File: src/rtl/uart_rx_frame.sv
// Parametrised UART receiver: 2-flop input synchroniser, false-start rejection, parity/framing flags, break recovery.
// Latency: rx_valid pulses the cycle after the final stop-bit sample (2 cycles of synchroniser delay before start detection).
// Backpressure: none; consumers must take data_word/flags on the rx_valid strobe, which are held until the next one.
module uart_rx_frame #(
    parameter int CLKS_PER_BIT = 87,
    parameter int DATA_BITS    = 8,
    parameter int PARITY       = 0,
    parameter int STOP_BITS    = 1
) (
    input  logic                 clk,
    input  logic                 rst,
    input  logic                 rx_bit,
    output logic [DATA_BITS-1:0] data_word,
    output logic                 rx_valid,
    output logic                 parity_err,
    output logic                 frame_err,
    output logic                 rx_active
);

    if (CLKS_PER_BIT < 4) begin : g_bad_cpb
        $error("uart_rx_frame: CLKS_PER_BIT must be >= 4");
    end
    if (DATA_BITS < 5 || DATA_BITS > 9) begin : g_bad_dbits
        $error("uart_rx_frame: DATA_BITS must be 5..9");
    end
    if (PARITY < 0 || PARITY > 2) begin : g_bad_parity
        $error("uart_rx_frame: PARITY must be 0, 1 or 2");
    end
    if (STOP_BITS < 1 || STOP_BITS > 2) begin : g_bad_stop
        $error("uart_rx_frame: STOP_BITS must be 1 or 2");
    end

    localparam int H  = (CLKS_PER_BIT - 1) / 2;
    localparam int CW = $clog2(CLKS_PER_BIT);
    localparam int BW = $clog2(DATA_BITS);

    localparam logic [CW-1:0] HALF_LAST = CW'(H - 1);
    localparam logic [CW-1:0] BIT_LAST  = CW'(CLKS_PER_BIT - 1);
    localparam logic [BW-1:0] IDX_LAST  = BW'(DATA_BITS - 1);
    localparam logic          STOP_LAST = 1'(STOP_BITS - 1);

    typedef enum logic [2:0] {
        S_IDLE,
        S_START,
        S_DATA,
        S_PAR,
        S_STOP,
        S_WAIT_HIGH
    } state_t;

    state_t               state;
    logic                 sync1;
    logic                 rxs;
    logic [CW-1:0]        cnt;
    logic [BW-1:0]        bit_idx;
    logic                 stop_idx;
    logic [DATA_BITS-1:0] shreg;
    logic                 par_acc;
    logic                 perr_pend;
    logic                 ferr_pend;

    always_ff @(posedge clk) begin
        if (rst) begin
            sync1      <= 1'b1;
            rxs        <= 1'b1;
            state      <= S_IDLE;
            cnt        <= '0;
            bit_idx    <= '0;
            stop_idx   <= 1'b0;
            shreg      <= '0;
            par_acc    <= 1'b0;
            perr_pend  <= 1'b0;
            ferr_pend  <= 1'b0;
            data_word  <= '0;
            rx_valid   <= 1'b0;
            parity_err <= 1'b0;
            frame_err  <= 1'b0;
            rx_active  <= 1'b0;
        end else begin
            sync1    <= rx_bit;
            rxs      <= sync1;
            rx_valid <= 1'b0;

            case (state)
                S_IDLE: begin
                    if (!rxs) begin
                        state     <= S_START;
                        cnt       <= '0;
                        rx_active <= 1'b1;
                    end
                end

                // Mid-start sample: a line already back high was only a glitch.
                S_START: begin
                    if (cnt == HALF_LAST) begin
                        if (rxs) begin
                            state     <= S_IDLE;
                            rx_active <= 1'b0;
                        end else begin
                            state     <= S_DATA;
                            cnt       <= '0;
                            bit_idx   <= '0;
                            stop_idx  <= 1'b0;
                            par_acc   <= 1'b0;
                            perr_pend <= 1'b0;
                            ferr_pend <= 1'b0;
                        end
                    end else begin
                        cnt <= cnt + 1'b1;
                    end
                end

                S_DATA: begin
                    if (cnt == BIT_LAST) begin
                        cnt     <= '0;
                        shreg   <= {rxs, shreg[DATA_BITS-1:1]};
                        par_acc <= par_acc ^ rxs;
                        if (bit_idx == IDX_LAST) begin
                            bit_idx <= '0;
                            state   <= (PARITY != 0) ? S_PAR : S_STOP;
                        end else begin
                            bit_idx <= bit_idx + 1'b1;
                        end
                    end else begin
                        cnt <= cnt + 1'b1;
                    end
                end

                S_PAR: begin
                    if (cnt == BIT_LAST) begin
                        cnt       <= '0;
                        perr_pend <= (PARITY == 1) ? ~(par_acc ^ rxs) : (par_acc ^ rxs);
                        state     <= S_STOP;
                    end else begin
                        cnt <= cnt + 1'b1;
                    end
                end

                S_STOP: begin
                    if (cnt == BIT_LAST) begin
                        cnt <= '0;
                        if (stop_idx == STOP_LAST) begin
                            data_word  <= shreg;
                            parity_err <= (PARITY != 0) && perr_pend;
                            frame_err  <= ferr_pend | ~rxs;
                            rx_valid   <= 1'b1;
                            if (ferr_pend | ~rxs) begin
                                state <= S_WAIT_HIGH;
                            end else begin
                                state     <= S_IDLE;
                                rx_active <= 1'b0;
                            end
                        end else begin
                            stop_idx  <= 1'b1;
                            ferr_pend <= ferr_pend | ~rxs;
                        end
                    end else begin
                        cnt <= cnt + 1'b1;
                    end
                end

                // A held-low (break) line must produce one errored frame, not a stream.
                S_WAIT_HIGH: begin
                    if (rxs) begin
                        state     <= S_IDLE;
                        rx_active <= 1'b0;
                    end
                end

                default: begin
                    state     <= S_IDLE;
                    rx_active <= 1'b0;
                end
            endcase
        end
    end

endmodule

File: config.mk
export PLATFORM = sky130hd
export DESIGN_NAME = uart_rx_frame
export DESIGN_NICKNAME = d
export VERILOG_FILES = /design/src/rtl/uart_rx_frame.sv
export SDC_FILE = /design/constraint.sdc
export NUM_CORES = 1
export LEC_CHECK = 0
export CAP_MARGIN = 20
export CELL_PAD_IN_SITES_DETAIL_PLACEMENT = 0
export CELL_PAD_IN_SITES_GLOBAL_PLACEMENT = 1
export CORE_UTILIZATION = 40
export CTS_BUF_LIST = sky130_fd_sc_hd__clkbuf_4 sky130_fd_sc_hd__clkbuf_8
export CTS_CLUSTER_DIAMETER = 120
export DETAILED_ROUTE_END_ITERATION = 10
export PLACE_DENSITY_LB_ADDON = 0.1
export SLEW_MARGIN = 10
export SYNTH_ARGS = -nofsm -noshare
export SYNTH_HDL_FRONTEND = slang
export SYNTH_SLANG_ARGS = --single-unit
export TNS_END_PERCENT = 10
File: constraint.sdc
create_clock -name clk -period 1.7 [get_ports clk]
set_input_delay 0.34 -clock clk [delete_from_list [all_inputs] [get_ports clk]]
set_output_delay 0.34 -clock clk [all_outputs]
set_load 0.01 [all_outputs]
Yosys cells after proc, flatten, opt, wreduce, memory -nomap -nowiden --
Index checks and enable logic that the tools add are counted. W data, S select, Z words.
Word-level totals: output and inout port bits 12, input bits 3, logic and storage cells 89, register bits 36
Cells by class: eq/ne operators 19, add/sub/neg operators 2, reduce and logical (&&, ||, !) cells 14, muxes and demuxes 36, bitwise logic cells 6
Operators with widths (number):
- $mux W3 | 13
- $ne A2 B2 Y1 const B | 11
- $mux W7 | 3
- $pmux W7 S3 | 1
- $pmux W3 S6 | 1
- $mux W1 | 13
- $eq A3 B3 Y1 const B | 3
- $reduce_and A4 Y1 | 2
- $reduce_and A8 Y1 | 1
- $add A7 B1 Y7 const B | 1
- $eq A7 B6 Y1 const B | 1
- $eq A7 B7 Y1 const B | 1
- $eq A3 B2 Y1 const B | 2
- $pmux W3 S2 | 1
- $reduce_and A6 Y1 | 1
- $reduce_or A3 Y1 | 2
- $not A1 Y1 | 5
- $pmux W1 S5 | 1
- $reduce_and A5 Y1 | 1
- $pmux W1 S2 | 2
- $reduce_bool A2 Y1 | 2
- $add A3 B1 Y3 const B | 1
- $eq A3 B1 Y1 const B | 1
- $logic_not A3 Y1 | 1
- other kinds (6) | 6

Logic depth before layout (Yosys ltp) --
Gate-level depths: netlist of run 1.
word-level depth 6, depth in mapped cells 9, depth with buffers taken out 7

Worst setup path after synthesis of run 1 --
Ideal clock, no wire load.
path type register to register, start reg cnt[0], end reg shreg[4], path slack -0.032 ns, required time 1.572 ns, stages on the path, launching flop included 10, data arrival time 1.604 ns, clock period less this slack 1.732 ns, library setup time 0.128 ns, buffers on the path 2, path through dfxtp_1 inv_1 ha_1 nand2b_1 or2_1 buf_6 nor3_2 buf_6 mux2i_1 nor2_1
On the way: longest elaborated chain between the ends 2
Ends and longest elaborated chain:
- start: declaration | line 54 | logic [CW-1:0] cnt;
- start signal: assignment | line 109 | cnt <= cnt + 1'b1;
- start signal: assignment | line 125 | cnt <= cnt + 1'b1;
- start signal: assignment | line 135 | cnt <= cnt + 1'b1;
- $eq A7 B7 Y1 | line 114 | if (cnt == BIT_LAST) begin
- $reduce_and A2 Y1 (no source line)
- end signal: assignment | line 116 | shreg <= {rxs, shreg[DATA_BITS-1:1]};
- end: declaration | line 57 | logic [DATA_BITS-1:0] shreg;
Every way passes these cells. A chain may end at the register's enable or synchronous reset.

Final worst setup path of run 1 --
start reg cnt[6], end reg rx_active
On the way: longest elaborated chain between the ends 3, elaborated cells between the ends (all ways) 5, classes of those cells eq/ne (4); reduce/logical (1)
Ends and longest elaborated chain:
- $eq A7 B7 Y1 / $eq A7 B6 Y1 (equally long branches) | line 140, 95
- $ne A2 B2 Y1 (no source line)
- $reduce_and A6 Y1 (no source line) (*)
- end signal: assignment | line 151 | rx_active <= 1'b0;
- end signal: assignment | line 166 | rx_active <= 1'b0;
- end signal: assignment | line 172 | rx_active <= 1'b0;
- end: declaration | line 17 | output logic rx_active
Mark *: on every way between the ends. The rest lies on a longest branch, timed or not.

==> results of run 1 <==
-- logic make-up after synthesis --
family	after synthesis	share of synthesized area [%]
compound gates	46	17.7
mux	9	5.46
simple gates	81	26.2
flops	35	42.5
buf+inv	16	4.93
fa+ha+maj	4	3.03
other cells	1	0.227
-- power groups by stage --
stage               Clock (uW)  Combinational (uW)  Sequential [uW]
floorplan                    0                 116              865
global placement             0                 167              872
detailed placement           0                 171              873
CTS                        648                 171              853
global route               691                 207              858
finish                     633                 186              855
-- per-stage QoR --
step / setup slack [ns] / cells / hold WS, ns / area, um2
after floorplan: 0.0147 / 192 / 0.389 / 1660
after global placement: -0.00731 / 266 / 0.392 / 1990
after detailed placement: -0.00374 / 266 / 0.396 / 1990
after CTS: -0.0147 / 274 / 0.415 / 2090
after global routing: -0.0547 / 275 / 0.423 / 2160
final: 0.0798 / 275 / 0.414 / 2160
-- registers in the layout (all words and copies together), names as in the netlist, 3 cells and up --
name       count
shreg          8
bit_idx        3
data_word      8
state          3
cnt            7
-- cells in the mapped netlist (all sizes together) (2+ instances only) --
| cell | number | area, um2 |
|---|---|---|
| and3 | 3 | 18.8 |
| o21ai | 6 | 30.0 |
| buf | 5 | 40.0 |
| nor2 | 22 | 90.1 |
| nor3 | 2 | 15.0 |
| o211ai | 3 | 22.5 |
| clkbuf | 6 | 22.5 |
| inv | 5 | 18.8 |
| a31oi | 5 | 31.3 |
| or2 | 3 | 18.8 |
| a211o | 2 | 17.5 |
| a211oi | 2 | 15.0 |
| ha | 4 | 50.1 |
| or4 | 2 | 15.0 |
| nand2 | 24 | 90.1 |
| dfxtp | 35 | 701 |
| a21oi | 19 | 98.9 |
| mux2i | 9 | 90.1 |
| a22oi | 2 | 15.0 |
| nor2b | 2 | 12.5 |
| nand3 | 6 | 30.0 |
| nand2b | 8 | 50.1 |
| nor3b | 3 | 22.5 |
-- worst paths after layout --
kind / start / endpoint / slack (ns)
setup / recovery: cnt[6] / rx_active / 0.08
hold / removal: sync1 / rxs / 0.41
setup reg to reg: cnt[6] / rx_active / 0.08
hold reg to reg: sync1 / rxs / 0.41
-- area by class of cell --
class                   count  area (um2)
multi-input cells         141         927
clock buffers               5        68.8
clock inverters             3        23.8
repair buffers             38         347
flip-flops and latches     35         713
inverters                   5        18.8
fillers                   350        1640
well taps                  48        60.1
-- per-layer routing --
metal | share of wire [%] | track usage, %
met5 | 0 | 0
met4 | 1.2 | 6.38
met3 | 5.2 | 4.66
met2 | 45 | 30.6
met1 | 48 | 25.4
-- repair_timing --
item,in CTS,in global routing
buffers inserted,0,1
endpoints found under the hold margin,0,0
pin swaps,1,5
endpoints found under the setup margin,11,26
resized for setup,2,18
==> reports/qor.txt, run 1 <==
sequential share of the synthesized area: 42.5%
Worst-path clk slew: 0.08 ns
Layout Skew: 0.00324 ns
most frequent cells in the layout: dfxtp_1, nand2_1, buf_4, nor2_1, a21oi_1
Worst Path Arrival: 1.81 ns
P_sw: 463 uW
Post-Syn Nets: 199
max-slew violation count: 0
crit end category: register
Setup TNS: 0 ns
Min-Delay Path Class: reg2reg
Boundary Pins: 15
DIE HEIGHT: 66.2 um
grt total ovfl: 0
Worst EP required: 1.89 ns
Final min period: 1.62 ns
Critical Path Max Stage Delay: 0.39 ns
Int Pwr: 1210 uW
residual DRC count: 0
CTS Root Cell: clkbuf_8
Max H-tree Level: 2
first-pass GRT wire length: 6330 um
CP Launch Type: register
Syn. warnings: 0
Clk network pwr share: 37.8%
WS Path Type: reg2reg
Critical-path top delay cell: dfxtp_2
Die X: 66.2 um
critical path's top delay family: compound AO/OA/AOI/OAI gates
Power, Total: 1670 uW
HPWL after DPL: 2640 um
CTS tree: built
CTS Buf Count: 5
final hold vios: 0
fin crit share: 95.3%
Total Nets Final: 233
Max Freq: 617 MHz
port bufs: 13
CTS Sinks: 35
R2R cell count: 7
status: finished, final reports clean
worst skew pair latency: 0.29 ns
post-route ant nets: 0
switching share of total power: 27.7%
cell leakage power: 0.000835 uW
Post-Syn Area per Cell: 8.60 um2
All-Layer GR Usage: 19.3%
fin util: 56.8%
Core Region: 3800 um2
RSZ-0062 raised after global routing: true
pin count of the biggest net entering global routing: 14
Seq pwr share: 51.1%
Worst VDD drop: 0.000537 V
setup violators final: 0
final wirelength: 3650 um
Netlist cell types: 43
FFs w/ async S/R, synth: 0%
Area Growth Syn to Fin: 30.8%
number of synthesized flops with an enable pin: 0
via count: 1483
Post-Syn Area: 1650 um2
post-cts hold buffer count: 0
number of diodes: 0
CP Depth: 7
post-synthesis cell count: 192
layout cells sized above 1: 25.6%
Crit Path Max Fanout: 3
initial antenna violation count: 0
Max Cap Viol: 0
FF+latch count, synth: 35
Placer Congestion: 0.833
commonest non-fill, non-tap cell in the layout: dfxtp_1
CTS Buffer Depth: 2
drt first pass iters: 4
Avg Vias per Cell: 5.39
starting density of the core: 43.4%
1st-iter DRT viols: 109
vias in the first global route: 1388
Power per Cell Area: 776 nW/um2
drt wl/cell: 13.3 um
worst-path cell chain: nand4b_4, buf_6, o211ai_1, buf_4, a31oi_1, o31ai_1, a21oi_2
Top FF cell, synth: dfxtp_1
die area: 4390 um2
FP Rows: 22
worst path bufs/invs: 2
combinational share of power: 11.1%
hold path depth: 1
(Power assumes the default switching activity.)
==> run 2: changes to the inputs <==
Settings changed: TNS_END_PERCENT 10 to 30.
==> reports/qor.txt, run 2 (same netlist as run 1, synthesis figures left out) <==
status: finished, final reports clean
Cell Area, Placed: 1990 um2 (unchanged)
drt wl/cell: 13.2 um (-0.47%)
number of diodes: 0 (unchanged)
grt total ovfl: 0 (unchanged)
Reg-to-Reg End: rx_active
switching share of total power: 27.8% (+0.15 points)
Critical Path Max Stage Delay: 0.34 ns (-0.05 ns)
crit end category: register
Core Region: 3800 um2 (unchanged)
FP Rows: 22 (unchanged)
cell leakage power: 0.000840 uW (+0.52%)
pin count of the biggest net entering global routing: 14 (unchanged)
most frequent cells in the layout: dfxtp_1, nand2_1, buf_4, nor2_1, a21oi_1
commonest non-fill, non-tap cell in the layout: dfxtp_1
worst skew pair latency: 0.30 ns (about the same)
Worst VDD drop: 0.000536 V (about the same)
Worst Path Arrival: 1.81 ns (about the same)
Area Growth Syn to Fin: 31.2%
CTS Buffer Depth: 2 (unchanged)
Seq pwr share: 50.7% (-0.4 points)
Clk network pwr share: 37.8% (about the same)
initial antenna violation count: 0 (unchanged)
Fillers: 348 (-0.57%)
worst path bufs/invs: 2 (unchanged)
port bufs: 13 (unchanged)
Critical-path top delay cell: dfxtp_2
DIE HEIGHT: 66.2 um (unchanged)
multi-input combinational cell area: 927 um2 (unchanged)
fin crit share: 95.4% (+0.13 points)
starting density of the core: 43.4% (unchanged)
Max Cap Viol: 0 (unchanged)
worst-path cell chain: nand4b_4, buf_6, o211ai_1, buf_4, a31oi_1, o31ai_1, a21oi_2
design area: 2170 um2 (+0.35%)
Boundary Pins: 15 (unchanged)
CTS Root Cell: clkbuf_8
Die X: 66.2 um (unchanged)
Worst R2R Setup Slack: 0.08 ns (about the same)
CP Launch Type: register
P_sw: 469 uW (+1.1%)
CTS Buf Count: 5 (unchanged)
HPWL after DPL: 2640 um (unchanged)
vias in the first global route: 1388 (unchanged)
crit path from: cnt[3]
Hold Startpoint: sync1
top flop regs: data_word: 8 flops, shreg: 8 flops, cnt: 7 flops
CTS Sinks: 35 (unchanged)
Layout Skew: 0.00375 ns (+0.000512 ns)
Placer Congestion: 0.833 (unchanged)
layout cells sized above 1: 25.9% (+0.33 points)
final wirelength: 3650 um (-0.11%)
setup violators final: 0 (unchanged)
combinational share of power: 11.4% (+0.3 points)
first-pass GRT wire length: 6330 um (unchanged)
Total Nets Final: 234 (+0.43%)
via count: 1490 (+0.47%)
storage element area: 713 um2 (unchanged)
WS Path Type: reg2reg
Worst Hold Endpoint: rxs
post-cts hold buffer count: 0 (unchanged)
1st-iter DRT viols: 95 (-13%)
Max Freq: 616 MHz (-0.13%)
Avg Vias per Cell: 5.40 (+0.11%)
drt first pass iters: 4 (unchanged)
hold path depth: 1 (unchanged)
RSZ-0062 raised after global routing: true
CTS tree: built
Min-Delay Path Class: reg2reg
reg-to-reg startpoint: cnt[3]
max-slew violation count: 0 (unchanged)
Worst-path clk slew: 0.08 ns (about the same)
Int Pwr: 1220 uW (+0.38%)
final hold vios: 0 (unchanged)
Crit Path Max Fanout: 3 (unchanged)
Power per Cell Area: 778 nW/um2 (+0.24%)
R2R cell count: 7 (unchanged)
Worst EP required: 1.89 ns (about the same)
residual DRC count: 0 (unchanged)
post-route ant nets: 0 (unchanged)
die area: 4390 um2 (unchanged)
All-Layer GR Usage: 19.3% (unchanged)
critical path's top delay family: compound AO/OA/AOI/OAI gates
Power, Total: 1680 uW (+0.59%)
Final min period: 1.62 ns (+0.00213 ns)
Max H-tree Level: 2 (unchanged)
run 2: cell types whose count changed in the layout (fill, tap and decap cells not counted), sizes merged:
cell  change
buf       +1
run 2: power groups by stage:
stage / clock [uW] / sequential, uW / combinational, uW
2_1_floorplan: 0 / 865 / 116
3_3_place_gp: 0 / 872 / 167
3_5_place_dp: 0 / 873 / 171
4_1_cts: 648 / 853 / 171
5_1_grt: 691 / 858 / 212
6_report: 638 / 855 / 193
run 2: how the worst max path moves through the flow:
stage,end,slack (ns),cells past startpoint
after floorplan,shreg[4],0.01,9
after global placement,state[0],-0.007,6
after detailed placement,shreg[7],-0.004,8
after CTS,cnt[4],-0.01,5
after global routing,rx_active,-0.05,7
final,rx_active,0.08,7
run 2: metal layers:
layer	global-route usage, %	wire length, um	vias up
li1	-	-	743
met1	25.4	1780	715
met2	30.6	1670	26
met3	4.66	140	6
met4	6.38	58	0
met5	0	0	-
run 2: layout make-up:
class	instances	share of cell area, %
Tap cell	48	2.77
Sequential cell	35	32.9
Clock inverter	3	1.10
Multi-Input combinational cell	141	42.8
Clock buffer	5	3.18
Inverter	5	0.867
Timing Repair Buffer	39	16.3
run 2: what timing repair did:
item,4_1_cts,5_1_grt
setup endpoints to repair,11,26
buffers inserted,0,2
pin swaps,1,7
gates cloned,0,0
resized for setup,2,18
run 2: worst register-to-register path, cell delays in order, from the launching register on:
cell,delay [ns]
dfxtp_2,0.34
nand4b_4,0.18
buf_6,0.13
o211ai_1,0.22
buf_4,0.15
a31oi_1,0.13
o31ai_1,0.28
a21oi_2,0.08
run 2: per-stage QoR:
step | cells | utilization, % | TNS (ns) | hold WS (ns) | worst slack, ns
final | 276 | 57.0 | 0 | 0.414 | 0.0776
after detailed placement | 266 | 52.4 | -0.00562 | 0.396 | -0.00374
after CTS | 274 | 55.0 | -0.0147 | 0.415 | -0.0147
after floorplan | 192 | - | 0 | 0.389 | 0.0147
after global placement | 266 | 52.4 | -0.00731 | 0.392 | -0.00731
after global routing | 276 | 57.0 | -0.0547 | 0.423 | -0.0547
==> run 3: changes to the inputs <==
--- a/config.mk
+++ b/config.mk
@@ -9,4 +9,5 @@
 export CELL_PAD_IN_SITES_DETAIL_PLACEMENT = 0
 export CELL_PAD_IN_SITES_GLOBAL_PLACEMENT = 1
+export CORE_MARGIN = 4
 export CORE_UTILIZATION = 40
 export CTS_BUF_LIST = sky130_fd_sc_hd__clkbuf_4 sky130_fd_sc_hd__clkbuf_8
@@ -14,4 +15,5 @@
 export DETAILED_ROUTE_END_ITERATION = 10
 export PLACE_DENSITY_LB_ADDON = 0.1
+export SKIP_CTS_REPAIR_TIMING = 1
 export SLEW_MARGIN = 10
 export SYNTH_ARGS = -nofsm -noshare
==> constraint.sdc (replaced) <==
create_clock -name clk -period 1.7 [get_ports clk]
set_input_delay 0.255 -clock clk [delete_from_list [all_inputs] [get_ports clk]]
set_output_delay 0.255 -clock clk [all_outputs]
set_load 0.01 [all_outputs]
==> reports/qor.txt, run 3 (same netlist as run 1, synthesis figures left out) <==
CTS Root Cell: clkbuf_8
Clk network pwr share: 39.0% (+1.2 points)
pin count of the biggest net entering global routing: 12 (-2)
vias in the first global route: 1444 (+4.0%)
starting density of the core: 41.3% (-2.2 points)
Worst Path Arrival: 1.84 ns (+0.03 ns)
worst path bufs/invs: 2 (unchanged)
final hold vios: 0 (unchanged)
Layout Skew: 0.00478 ns (+0.00103 ns)
fin crit share: 97.5% (+2.1 points)
post-route ant nets: 0 (unchanged)
Boundary Pins: 15 (unchanged)
CTS Sinks: 35 (unchanged)
Crit Path Max Fanout: 5 (+2)
P_sw: 423 uW (-9.6%)
status: finished, final reports clean
Max Freq: 603 MHz (-2.1%)
Max Cap Viol: 0 (unchanged)
CTS Buf Count: 5 (unchanged)
crit end category: register
max-slew violation count: 0 (unchanged)
CTS Buffer Depth: 2 (unchanged)
1st-iter DRT viols: 94 (-1.1%)
critical path's top delay family: simple AND/OR/NAND/NOR gates
DIE HEIGHT: 72.2 um (+9.1%)
Total Nets Final: 240 (+2.6%)
grt total ovfl: 0 (unchanged)
combinational share of power: 11.4% (about the same)
residual DRC count: 0 (unchanged)
Worst VDD drop: 0.000425 V (-21%)
final non-filler cell total: 284 (+2.9%)
die area: 5220 um2 (+19%)
Avg Vias per Cell: 5.16 (-4.4%)
drt first pass iters: 5 (+1)
Power per Cell Area: 767 nW/um2 (-1.4%)
port bufs: 13 (unchanged)
via count: 1465 (-1.7%)
cell leakage power: 0.000885 uW (+5.4%)
Worst EP required: 1.88 ns (about the same)
number of diodes: 0 (unchanged)
dpl cells: 273 (+2.6%)
CP Launch Type: register
Min-Delay Path Class: reg2reg
layout cells sized above 1: 27.4% (+1.5 points)
setup violators final: 0 (unchanged)
FP Rows: 23 (+4.5%)
Final min period: 1.66 ns (+0.0349 ns)
Max H-tree Level: 2 (unchanged)
Area Growth Syn to Fin: 35.9%
Die X: 72.2 um (+9.1%)
most frequent cells in the layout: buf_4, dfxtp_1, nand2_1, nor2_1, a21oi_1
switching share of total power: 24.6% (-3.2 points)
Fillers: 359 (+3.2%)
worst skew pair latency: 0.29 ns (about the same)
Worst R2R Setup Slack: 0.04 ns (-0.03 ns)
worst-path cell chain: inv_2, ha_4, nand2b_4, or2_4, nor3_4, clkbuf_16, mux2i_1, nor2_1
Worst-path clk slew: 0.07 ns (about the same)
Hold WS: 0.418 ns (+0.00417 ns)
final wirelength: 3790 um (+4.0%)
RSZ-0062 raised after global routing: true
Critical Path Max Stage Delay: 0.33 ns (about the same)
first-pass GRT wire length: 6350 um (+0.43%)
WS Path Type: reg2reg
Core Region: 4000 um2 (+5.3%)
Placer Congestion: 0.907 (+8.9%)
top flop regs: data_word: 8 flops, shreg: 8 flops, cnt: 7 flops
HPWL after DPL: 2790 um (+5.4%)
All-Layer GR Usage: 15.9% (-3.4 points)
drt wl/cell: 13.3 um (+1.0%)
initial antenna violation count: 0 (unchanged)
Int Pwr: 1300 uW (+6.7%)
CTS tree: built
Critical-path top delay cell: dfxtp_2
Seq pwr share: 49.7% (-1.0 points)
commonest non-fill, non-tap cell in the layout: buf_4
==> run 3: through the flow <==
step           TNS (ns)  instance area, um2  total power (uW)  worst slack [ns]  util [%]
6_report              0                2240              1720            0.0427      56.1
5_1_grt          -0.306                2240              1820           -0.0605      56.1
4_1_cts          -0.125                2150              1730           -0.0374      53.7
3_5_place_dp    -0.0136                2040              1050           -0.0136      51.1
3_3_place_gp          0                2040              1050            0.0407      51.1
2_1_floorplan         0                1660               981            0.0147         -
==> run 3: worst paths after layout <==
path / from / to / cells after the start
min reg2reg: sync1 / rxs / 1
min: sync1 / rxs / 1
max reg2reg: cnt[0] / shreg[7] / 8
max: cnt[0] / shreg[7] / 8
==> run 3: power by group through the flow <==
stage          logic, uW  registers [uW]  clock network (uW)
2_1_floorplan        116             865                   0
3_3_place_gp         175             871                   0
3_5_place_dp         178             871                   0
4_1_cts              178             852                 700
5_1_grt              216             856                 744
6_report             195             854                 671
==> run 3: layer usage <==
layer	track usage (%)	part of all wire, %
met5	0	0
met4	6.26	1.7
met3	4.29	2.3
met2	27.6	51
met1	18.5	45
==> run 3: cell type report <==
class	count	area [um2]	area share, %
inverters	5	18.8	0.837
clock buffers	7	96.3	4.30
multi-input cells	141	918	41.0
well taps	50	62.6	2.79
clock inverters	1	7.51	0.335
repair buffers	45	425	19.0
flip-flops and latches	35	713	31.8
